File: src/rtl/sprite_blitter_if.sv
// Command channel between the game logic (master) and the sprite blitter (slave).
// A draw command transfers on a posedge where cmd_valid && cmd_ready.
interface sprite_blitter_if #(
    parameter int ROM_AW = 16
);
    logic              cmd_valid;
    logic              cmd_ready;
    logic [9:0]        cmd_x;
    logic [9:0]        cmd_y;
    logic [ROM_AW-1:0] cmd_base;

    // Command source: offers commands, observes back-pressure.
    modport master (
        output cmd_valid,
        output cmd_x,
        output cmd_y,
        output cmd_base,
        input  cmd_ready
    );

    // Blitter: consumes commands, drives back-pressure.
    modport slave (
        input  cmd_valid,
        input  cmd_x,
        input  cmd_y,
        input  cmd_base,
        output cmd_ready
    );
endinterface

File: src/rtl/sprite_blitter.sv
// Sprite blitter: queues draw commands, walks each sprite's texels through a
// synchronous ROM, drops transparent texels, and presents each visible pixel on
// program_x/y/data, which only update on a write_slot edge so the SRAM
// controller never samples a half-updated pixel.
// Optional feature: define BLIT_CLIP_EN to skip texels landing at x>=640 or
// y>=480 (evaluated on the un-wrapped 11-bit sum). Without it, coordinates wrap
// modulo 1024 and are written.
module sprite_blitter #(
    parameter int          SPR_W       = 32,
    parameter int          SPR_H       = 32,
    parameter int          ROM_AW      = 16,
    parameter int          FIFO_DEPTH  = 4,
    parameter logic [15:0] TRANSPARENT = 16'hF81F
) (
    input  logic              sram_clk,
    input  logic              reset,
    sprite_blitter_if.slave   cmd,
    input  logic              write_slot,
    output logic [ROM_AW-1:0] rom_addr,
    input  logic [15:0]       rom_data,
    output logic [9:0]        program_x,
    output logic [9:0]        program_y,
    output logic [15:0]       program_data,
    output logic              busy,
    output logic              sprite_done
);

    localparam int PTR_W = (FIFO_DEPTH > 1) ? $clog2(FIFO_DEPTH) : 1;
    localparam int CNT_W = $clog2(FIFO_DEPTH + 1);
    localparam int COL_W = (SPR_W > 1) ? $clog2(SPR_W) : 1;
    localparam int ROW_W = (SPR_H > 1) ? $clog2(SPR_H) : 1;

    typedef struct packed {
        logic [9:0]        x;
        logic [9:0]        y;
        logic [ROM_AW-1:0] base;
    } cmd_t;

    typedef enum logic [2:0] {
        S_IDLE,
        S_FETCH,
        S_WAIT,
        S_EMIT,
        S_ADV
    } state_t;

    // ---------------- command FIFO ----------------
    cmd_t             fifo_mem [FIFO_DEPTH];
    logic [PTR_W-1:0] wr_ptr;
    logic [PTR_W-1:0] rd_ptr;
    logic [CNT_W-1:0] fifo_count;
    logic             fifo_full;
    logic             fifo_empty;
    logic             fifo_push;
    logic             fifo_pop;
    cmd_t             head;

    state_t           state;

    assign fifo_full     = (fifo_count == CNT_W'(FIFO_DEPTH));
    assign fifo_empty    = (fifo_count == '0);
    // Ready depends only on fullness, so a full FIFO never accepts even when popping.
    assign cmd.cmd_ready = !fifo_full;
    assign fifo_push     = cmd.cmd_valid && !fifo_full;
    assign fifo_pop      = (state == S_IDLE) && !fifo_empty;
    assign head          = fifo_mem[rd_ptr];

    // FIFO storage write.
    // NOTE: the storage array has no reset; the pointers and count alone define
    // which entries are valid, so flushing them is enough.
    always_ff @(posedge sram_clk) begin
        if (fifo_push) begin
            fifo_mem[wr_ptr] <= '{x: cmd.cmd_x, y: cmd.cmd_y, base: cmd.cmd_base};
        end
    end

    // FIFO pointers and occupancy; reset flushes any queued commands.
    // NOTE: sequential state is always assigned with <= so every register
    // samples the pre-edge values of its neighbours.
    always_ff @(posedge sram_clk) begin
        if (reset) begin
            wr_ptr     <= '0;
            rd_ptr     <= '0;
            fifo_count <= '0;
        end else begin
            if (fifo_push) wr_ptr <= wr_ptr + PTR_W'(1);
            if (fifo_pop)  rd_ptr <= rd_ptr + PTR_W'(1);
            case ({fifo_push, fifo_pop})
                2'b10:   fifo_count <= fifo_count + CNT_W'(1);
                2'b01:   fifo_count <= fifo_count - CNT_W'(1);
                default: fifo_count <= fifo_count;
            endcase
        end
    end

    // ---------------- sprite walker ----------------
    logic [9:0]       cx;
    logic [9:0]       cy;
    logic [COL_W-1:0] col;
    logic [ROW_W-1:0] row;
    logic [15:0]      texel;
    logic [10:0]      sum_x;
    logic [10:0]      sum_y;
    logic             last_col;
    logic             last_row;
    logic             texel_clipped;

    // Un-wrapped 11-bit coordinates; the low 10 bits are the wrapped pixel position.
    assign sum_x    = 11'(cx) + 11'(col);
    assign sum_y    = 11'(cy) + 11'(row);
    assign last_col = (col == COL_W'(SPR_W - 1));
    assign last_row = (row == ROW_W'(SPR_H - 1));

`ifdef BLIT_CLIP_EN
    assign texel_clipped = (sum_x >= 11'd640) || (sum_y >= 11'd480);
`else
    assign texel_clipped = 1'b0;
`endif

    assign busy = (state != S_IDLE) || !fifo_empty;

    // Main FSM: fetch each texel, skip or emit it on a write slot, then advance.
    always_ff @(posedge sram_clk) begin
        if (reset) begin
            state        <= S_IDLE;
            cx           <= '0;
            cy           <= '0;
            col          <= '0;
            row          <= '0;
            texel        <= '0;
            rom_addr     <= '0;
            program_x    <= '0;
            program_y    <= '0;
            program_data <= '0;
            sprite_done  <= 1'b0;
        end else begin
            sprite_done <= 1'b0;
            case (state)
                S_IDLE: begin
                    if (!fifo_empty) begin
                        cx       <= head.x;
                        cy       <= head.y;
                        col      <= '0;
                        row      <= '0;
                        rom_addr <= head.base;
                        state    <= S_FETCH;
                    end
                end
                // rom_addr already holds the texel address; the ROM samples it here.
                S_FETCH: state <= S_WAIT;
                S_WAIT: begin
                    texel <= rom_data;
                    if ((rom_data == TRANSPARENT) || texel_clipped) begin
                        state <= S_ADV;
                    end else begin
                        state <= S_EMIT;
                    end
                end
                // Hold the previous pixel until the controller's slot edge.
                S_EMIT: begin
                    if (write_slot) begin
                        program_x    <= sum_x[9:0];
                        program_y    <= sum_y[9:0];
                        program_data <= texel;
                        state        <= S_ADV;
                    end
                end
                S_ADV: begin
                    rom_addr <= rom_addr + ROM_AW'(1);
                    if (last_col) begin
                        col <= '0;
                        if (last_row) begin
                            sprite_done <= 1'b1;
                            state       <= S_IDLE;
                        end else begin
                            row   <= row + ROW_W'(1);
                            state <= S_FETCH;
                        end
                    end else begin
                        col   <= col + COL_W'(1);
                        state <= S_FETCH;
                    end
                end
                default: state <= S_IDLE;
            endcase
        end
    end

endmodule

File: src/flat_wrapper.sv
// flat-port wrapper written by rule: the top's interface ports become plain ports
module sprite_blitter_flat 
#(
    parameter int          SPR_W       = 32,
    parameter int          SPR_H       = 32,
    parameter int          ROM_AW      = 16,
    parameter int          FIFO_DEPTH  = 4,
    parameter logic [15:0] TRANSPARENT = 16'hF81F
)
  (sram_clk, reset, write_slot, rom_addr, rom_data, program_x, program_y, program_data, busy, sprite_done, cmd_cmd_valid, cmd_cmd_x, cmd_cmd_y, cmd_cmd_base, cmd_cmd_ready);
  sprite_blitter_if #(.ROM_AW(ROM_AW)) cmd_i ();
  input  logic sram_clk;
  input  logic reset;
  input  logic write_slot;
  output logic [ROM_AW-1:0] rom_addr;
  input  logic [15:0] rom_data;
  output logic [9:0] program_x;
  output logic [9:0] program_y;
  output logic [15:0] program_data;
  output logic busy;
  output logic sprite_done;
  input wire logic [$bits(cmd_i.cmd_valid)-1:0] cmd_cmd_valid;
  input wire logic [$bits(cmd_i.cmd_x)-1:0] cmd_cmd_x;
  input wire logic [$bits(cmd_i.cmd_y)-1:0] cmd_cmd_y;
  input wire logic [$bits(cmd_i.cmd_base)-1:0] cmd_cmd_base;
  output wire logic [$bits(cmd_i.cmd_ready)-1:0] cmd_cmd_ready;
  assign cmd_i.cmd_valid = cmd_cmd_valid;
  assign cmd_i.cmd_x = cmd_cmd_x;
  assign cmd_i.cmd_y = cmd_cmd_y;
  assign cmd_i.cmd_base = cmd_cmd_base;
  assign cmd_cmd_ready = cmd_i.cmd_ready;
  sprite_blitter #(.SPR_W(SPR_W), .SPR_H(SPR_H), .ROM_AW(ROM_AW), .FIFO_DEPTH(FIFO_DEPTH), .TRANSPARENT(TRANSPARENT)) u_core (.sram_clk(sram_clk), .reset(reset), .cmd(cmd_i), .write_slot(write_slot), .rom_addr(rom_addr), .rom_data(rom_data), .program_x(program_x), .program_y(program_y), .program_data(program_data), .busy(busy), .sprite_done(sprite_done));
endmodule
File: config.mk
export PLATFORM = sky130hd
export DESIGN_NAME = sprite_blitter_flat
export DESIGN_NICKNAME = d
export VERILOG_FILES = /design/src/rtl/sprite_blitter_if.sv /design/src/rtl/sprite_blitter.sv /design/src/flat_wrapper.sv
export SDC_FILE = /design/constraint.sdc
export NUM_CORES = 1
export LEC_CHECK = 0
export ABC_AREA = 1
export CAP_MARGIN = 20
export CORE_ASPECT_RATIO = 0.8
export CORE_MARGIN = 2
export CORE_UTILIZATION = 35
export DETAILED_ROUTE_END_ITERATION = 6
export GPL_TIMING_DRIVEN = 1
export PLACE_DENSITY = 0.53
export SYNTH_ARGS = -nofsm -noshare
export SYNTH_HDL_FRONTEND = slang
export SYNTH_SLANG_ARGS = --single-unit
File: constraint.sdc
create_clock -name sram_clk -period 2.7 [get_ports sram_clk]
set_clock_uncertainty 0.2 [all_clocks]
set_input_delay 0.54 -clock sram_clk [delete_from_list [all_inputs] [get_ports sram_clk]]
set_output_delay 0.54 -clock sram_clk [all_outputs]
set_load 0.05 [all_outputs]
==> impl_metrics.env <==
export IMPL_antenna_found_initial=0
export IMPL_slew_headroom_pct=47.3
export IMPL_ir_drop_mv=0.488
export IMPL_gr_usage_all_layers_pct=16.2
export IMPL_dieHeight_um=162
export IMPL_critPathMaxFanout=7
export IMPL_yosysTopAreaCellShare_pct=39.4
export IMPL_cp_arrival_ns=1.83
export IMPL_hp_class="reg2reg"
export IMPL_final_common_cell="nor2_1"
export IMPL_wl_um=26600
export IMPL_power_share_clock_pct=27.9
export IMPL_root_buffer="clkbuf_16"
export IMPL_crit_required_ns=1.96
export IMPL_grt_pass1_wl_um=42800
export IMPL_synth_nets=1229
export IMPL_hold_viol=0
export IMPL_yosysWarnings=0
export IMPL_critPathLaunchType="register"
export IMPL_finalCritPeriodShare_pct=95.1
export IMPL_worstHoldPathCells=2
export IMPL_viasPerCell=4.75
export IMPL_synth_top_area_cell="edfxtp_1"
export IMPL_p_sw_share_pct=36.9
export IMPL_drive_gt1_share_pct=9.22
export IMPL_clkSinkCount=255
export IMPL_diodes=0
export IMPL_power_internal_mw=8.13
export IMPL_final_max_slew_violation_count=0
export IMPL_netlist_top_cells_area="edfxtp_1 39%, dfxtp_1 20%, nor2_1 6.8%, nand2_1 6.1%, o21ai_0 5.8%"
export IMPL_cts_tree="yes"
export IMPL_synthArstFlopShare_pct=0
export IMPL_gr_total_overflow=0
export IMPL_drtIter0Drc=424
export IMPL_dr_total_vias=8045
export IMPL_power_share_sequential_pct=40.6
export IMPL_finalSetupViolCount=0
export IMPL_synth_seq_area_share_pct=59.7
export IMPL_critPathTopFamily="buffers and inverters"
export IMPL_worstMarginPinSlew_ns=0.791
export IMPL_status="complete, no violations"
export IMPL_finalNonFillerCells=1693
export IMPL_slowest_stage="clkdlybuf4s50_1"
export IMPL_critPathMaxStageDelay_ns=0.84
export IMPL_synth_cell_area_um2=11000
export IMPL_path_buf_inv=1
export IMPL_synth_edf_count=144
export IMPL_final_cell_mix="196 x nor2_1, 177 x nand2_1, 144 x edfxtp_1"
export IMPL_start_util_pct=35.8
export IMPL_dr_pass1_iters=4
export IMPL_ys_seq_elements=255
export IMPL_p_sw_mw=4.75
export IMPL_rsz0062_at_grt="false"
export IMPL_drc=0
export IMPL_path_class="reg2out"
export IMPL_ant_nets=0
export IMPL_holdWs_ns=0.256
export IMPL_hpwl_um=17300
export IMPL_pin_count=111
export IMPL_fmax_ghz=0.389
export IMPL_place_gp_congestion=0.794
export IMPL_crit_chain="clkdlybuf4s50_1"
export IMPL_core_area_um2=30600
export IMPL_cts_buffer_depth=3
export IMPL_crit_cells=1
export IMPL_crit_path_end_kind="output pin"
export IMPL_leakage_nw=5.04
export IMPL_grt_max_degree=73
export IMPL_powerDensity_nw_per_um2=960
export IMPL_chipWidth_um=202
export IMPL_cts_buffers=28
export IMPL_syn_inst=1151
export IMPL_avgSynthCellArea_um2=9.53
export IMPL_areaGrowthSynthToFinish_pct=22.4
export IMPL_nets=1338
export IMPL_placedCellCount=1643
export IMPL_die_area_um2=32800
export IMPL_synthDistinctLibCells=45
export IMPL_htree_levels=1
export IMPL_port_buffers=110
export IMPL_core_rowCount=57
export IMPL_clkTransAtPathRegs_ns=0.06
export IMPL_p_comb_share_pct=31.5
export IMPL_cap_violations=0
export IMPL_clock_latency_ns=0.55
export IMPL_fin_crit_ns=2.57
export IMPL_wl_per_cell_um=15.7
export IMPL_total_power_mw=12.9
export IMPL_ys_flop_type="edfxtp_1"
export IMPL_reg2reg_depth=9
export IMPL_first_global_vias=7812
export IMPL_final_core_util_pct=43.9
[kinds of logic (layout without fill, tap and decap cells)]
family                     after synthesis  in the layout  share of synthesized area, %
AOI/OAI and AO/OA                      238            238                          12.1
xor gates and xnor gates                 8              8                         0.639
adders and majority gates               22             22                          2.72
buffers and inverters                  143            272                          5.80
DFF                                    255            255                          59.7
and+or+nand+nor                        485            485                          19.1
[sequential cells by signal (all words and copies together) (netlist names), 2 cells and up, named ones only]
signal and cells:
u_core.fifo_mem 144, u_core.program_data 16, u_core.rom_addr 16, u_core.texel 16
u_core.cx 10, u_core.cy 10, u_core.program_x 10, u_core.program_y 10
u_core.col 5, u_core.row 5, u_core.fifo_count 3, u_core.state 3
u_core.rd_ptr 2, u_core.wr_ptr 2
[cell usage after synthesis, types with 3 or more instances]
master,instances
a21oi_1,49
a21oi_2,8
a22oi_1,3
a31oi_1,20
buf_2,27
buf_6,6
clkbuf_1,19
dfxtp_1,111
edfxtp_1,144
fa_1,3
ha_1,19
inv_1,79
inv_2,7
nand2_1,177
nand2_2,12
nand2_4,5
nand3_1,56
nand4_1,10
nor2_1,200
nor2_4,3
nor3_1,7
o211ai_1,7
o21a_1,13
o21ai_0,128
o21ai_1,4
or2_2,5
xnor2_1,3
xor2_1,5
[metal layers]
layer | global-route usage [%] | vias up | wire, um
met2 | 25.6 | 171 | 11600
met1 | 23.9 | 3732 | 13500
met3 | 2.33 | 34 | 1230
li1 | - | 4108 | -
met4 | 3.07 | 0 | 389
met5 | 0 | - | 0
[worst reg2reg max path, delay by kind of cell (launching register included)]
family                   cells  cell delay (ns)
flip-flops                   1             0.41
AO/OA/AOI/OAI                1             0.36
buffers and inverters        2             0.10
AND/OR/NAND/NOR              4             0.40
adder cells (fa/ha/maj)      2             0.63
[cell type report]
| class | count | area, um^2 |
|---|---|---|
| Clock buffer | 41 | 810 |
| Clock inverter | 9 | 62.6 |
| Fill cell | 2967 | 17200 |
| Inverter | 87 | 328 |
| Multi-Input combinational cell | 753 | 3810 |
| Sequential cell | 255 | 6550 |
| Tap cell | 413 | 517 |
| Timing Repair Buffer | 135 | 1350 |
[worst paths after layout]
path                       from  slack, ns                      to
max          u_core.rom_addr[2]       0.13             rom_addr[2]
min             u_core.texel[7]       0.26  u_core.program_data[7]
max reg2reg       u_core.col[0]       0.51     u_core.program_x[8]
min reg2reg     u_core.texel[7]       0.26  u_core.program_data[7]
[per-stage QoR]
step / area (um^2) / setup slack (ns) / TNS [ns]
floorplan: 11000 / -0.519 / -74.74
global placement: 12600 / 0.365 / 0
detailed placement: 12600 / 0.388 / 0
CTS: 13400 / 0.0928 / 0
global route: 13400 / 0.0590 / 0
finish: 13400 / 0.132 / 0
[power by group through the flow]
| stage | Combinational [mW] | Sequential [mW] | Clock [mW] |
|---|---|---|---|
| after global placement | 4.07 | 5.31 | 0 |
| after detailed placement | 4.11 | 5.32 | 0 |
| after CTS | 4.12 | 5.24 | 3.70 |
| after global routing | 4.57 | 5.32 | 3.85 |
| after floorplan | 2.57 | 5.53 | 0 |
| final | 4.06 | 5.23 | 3.59 |
[repair_timing]
item / 4_1_cts / 5_1_grt
setup endpoints to repair: 1 / 0
hold buffers: 0 / 0
setup buffers: 0 / 0
gates resized for setup: 1 / 0
Power figures use the tool's default switching activity.
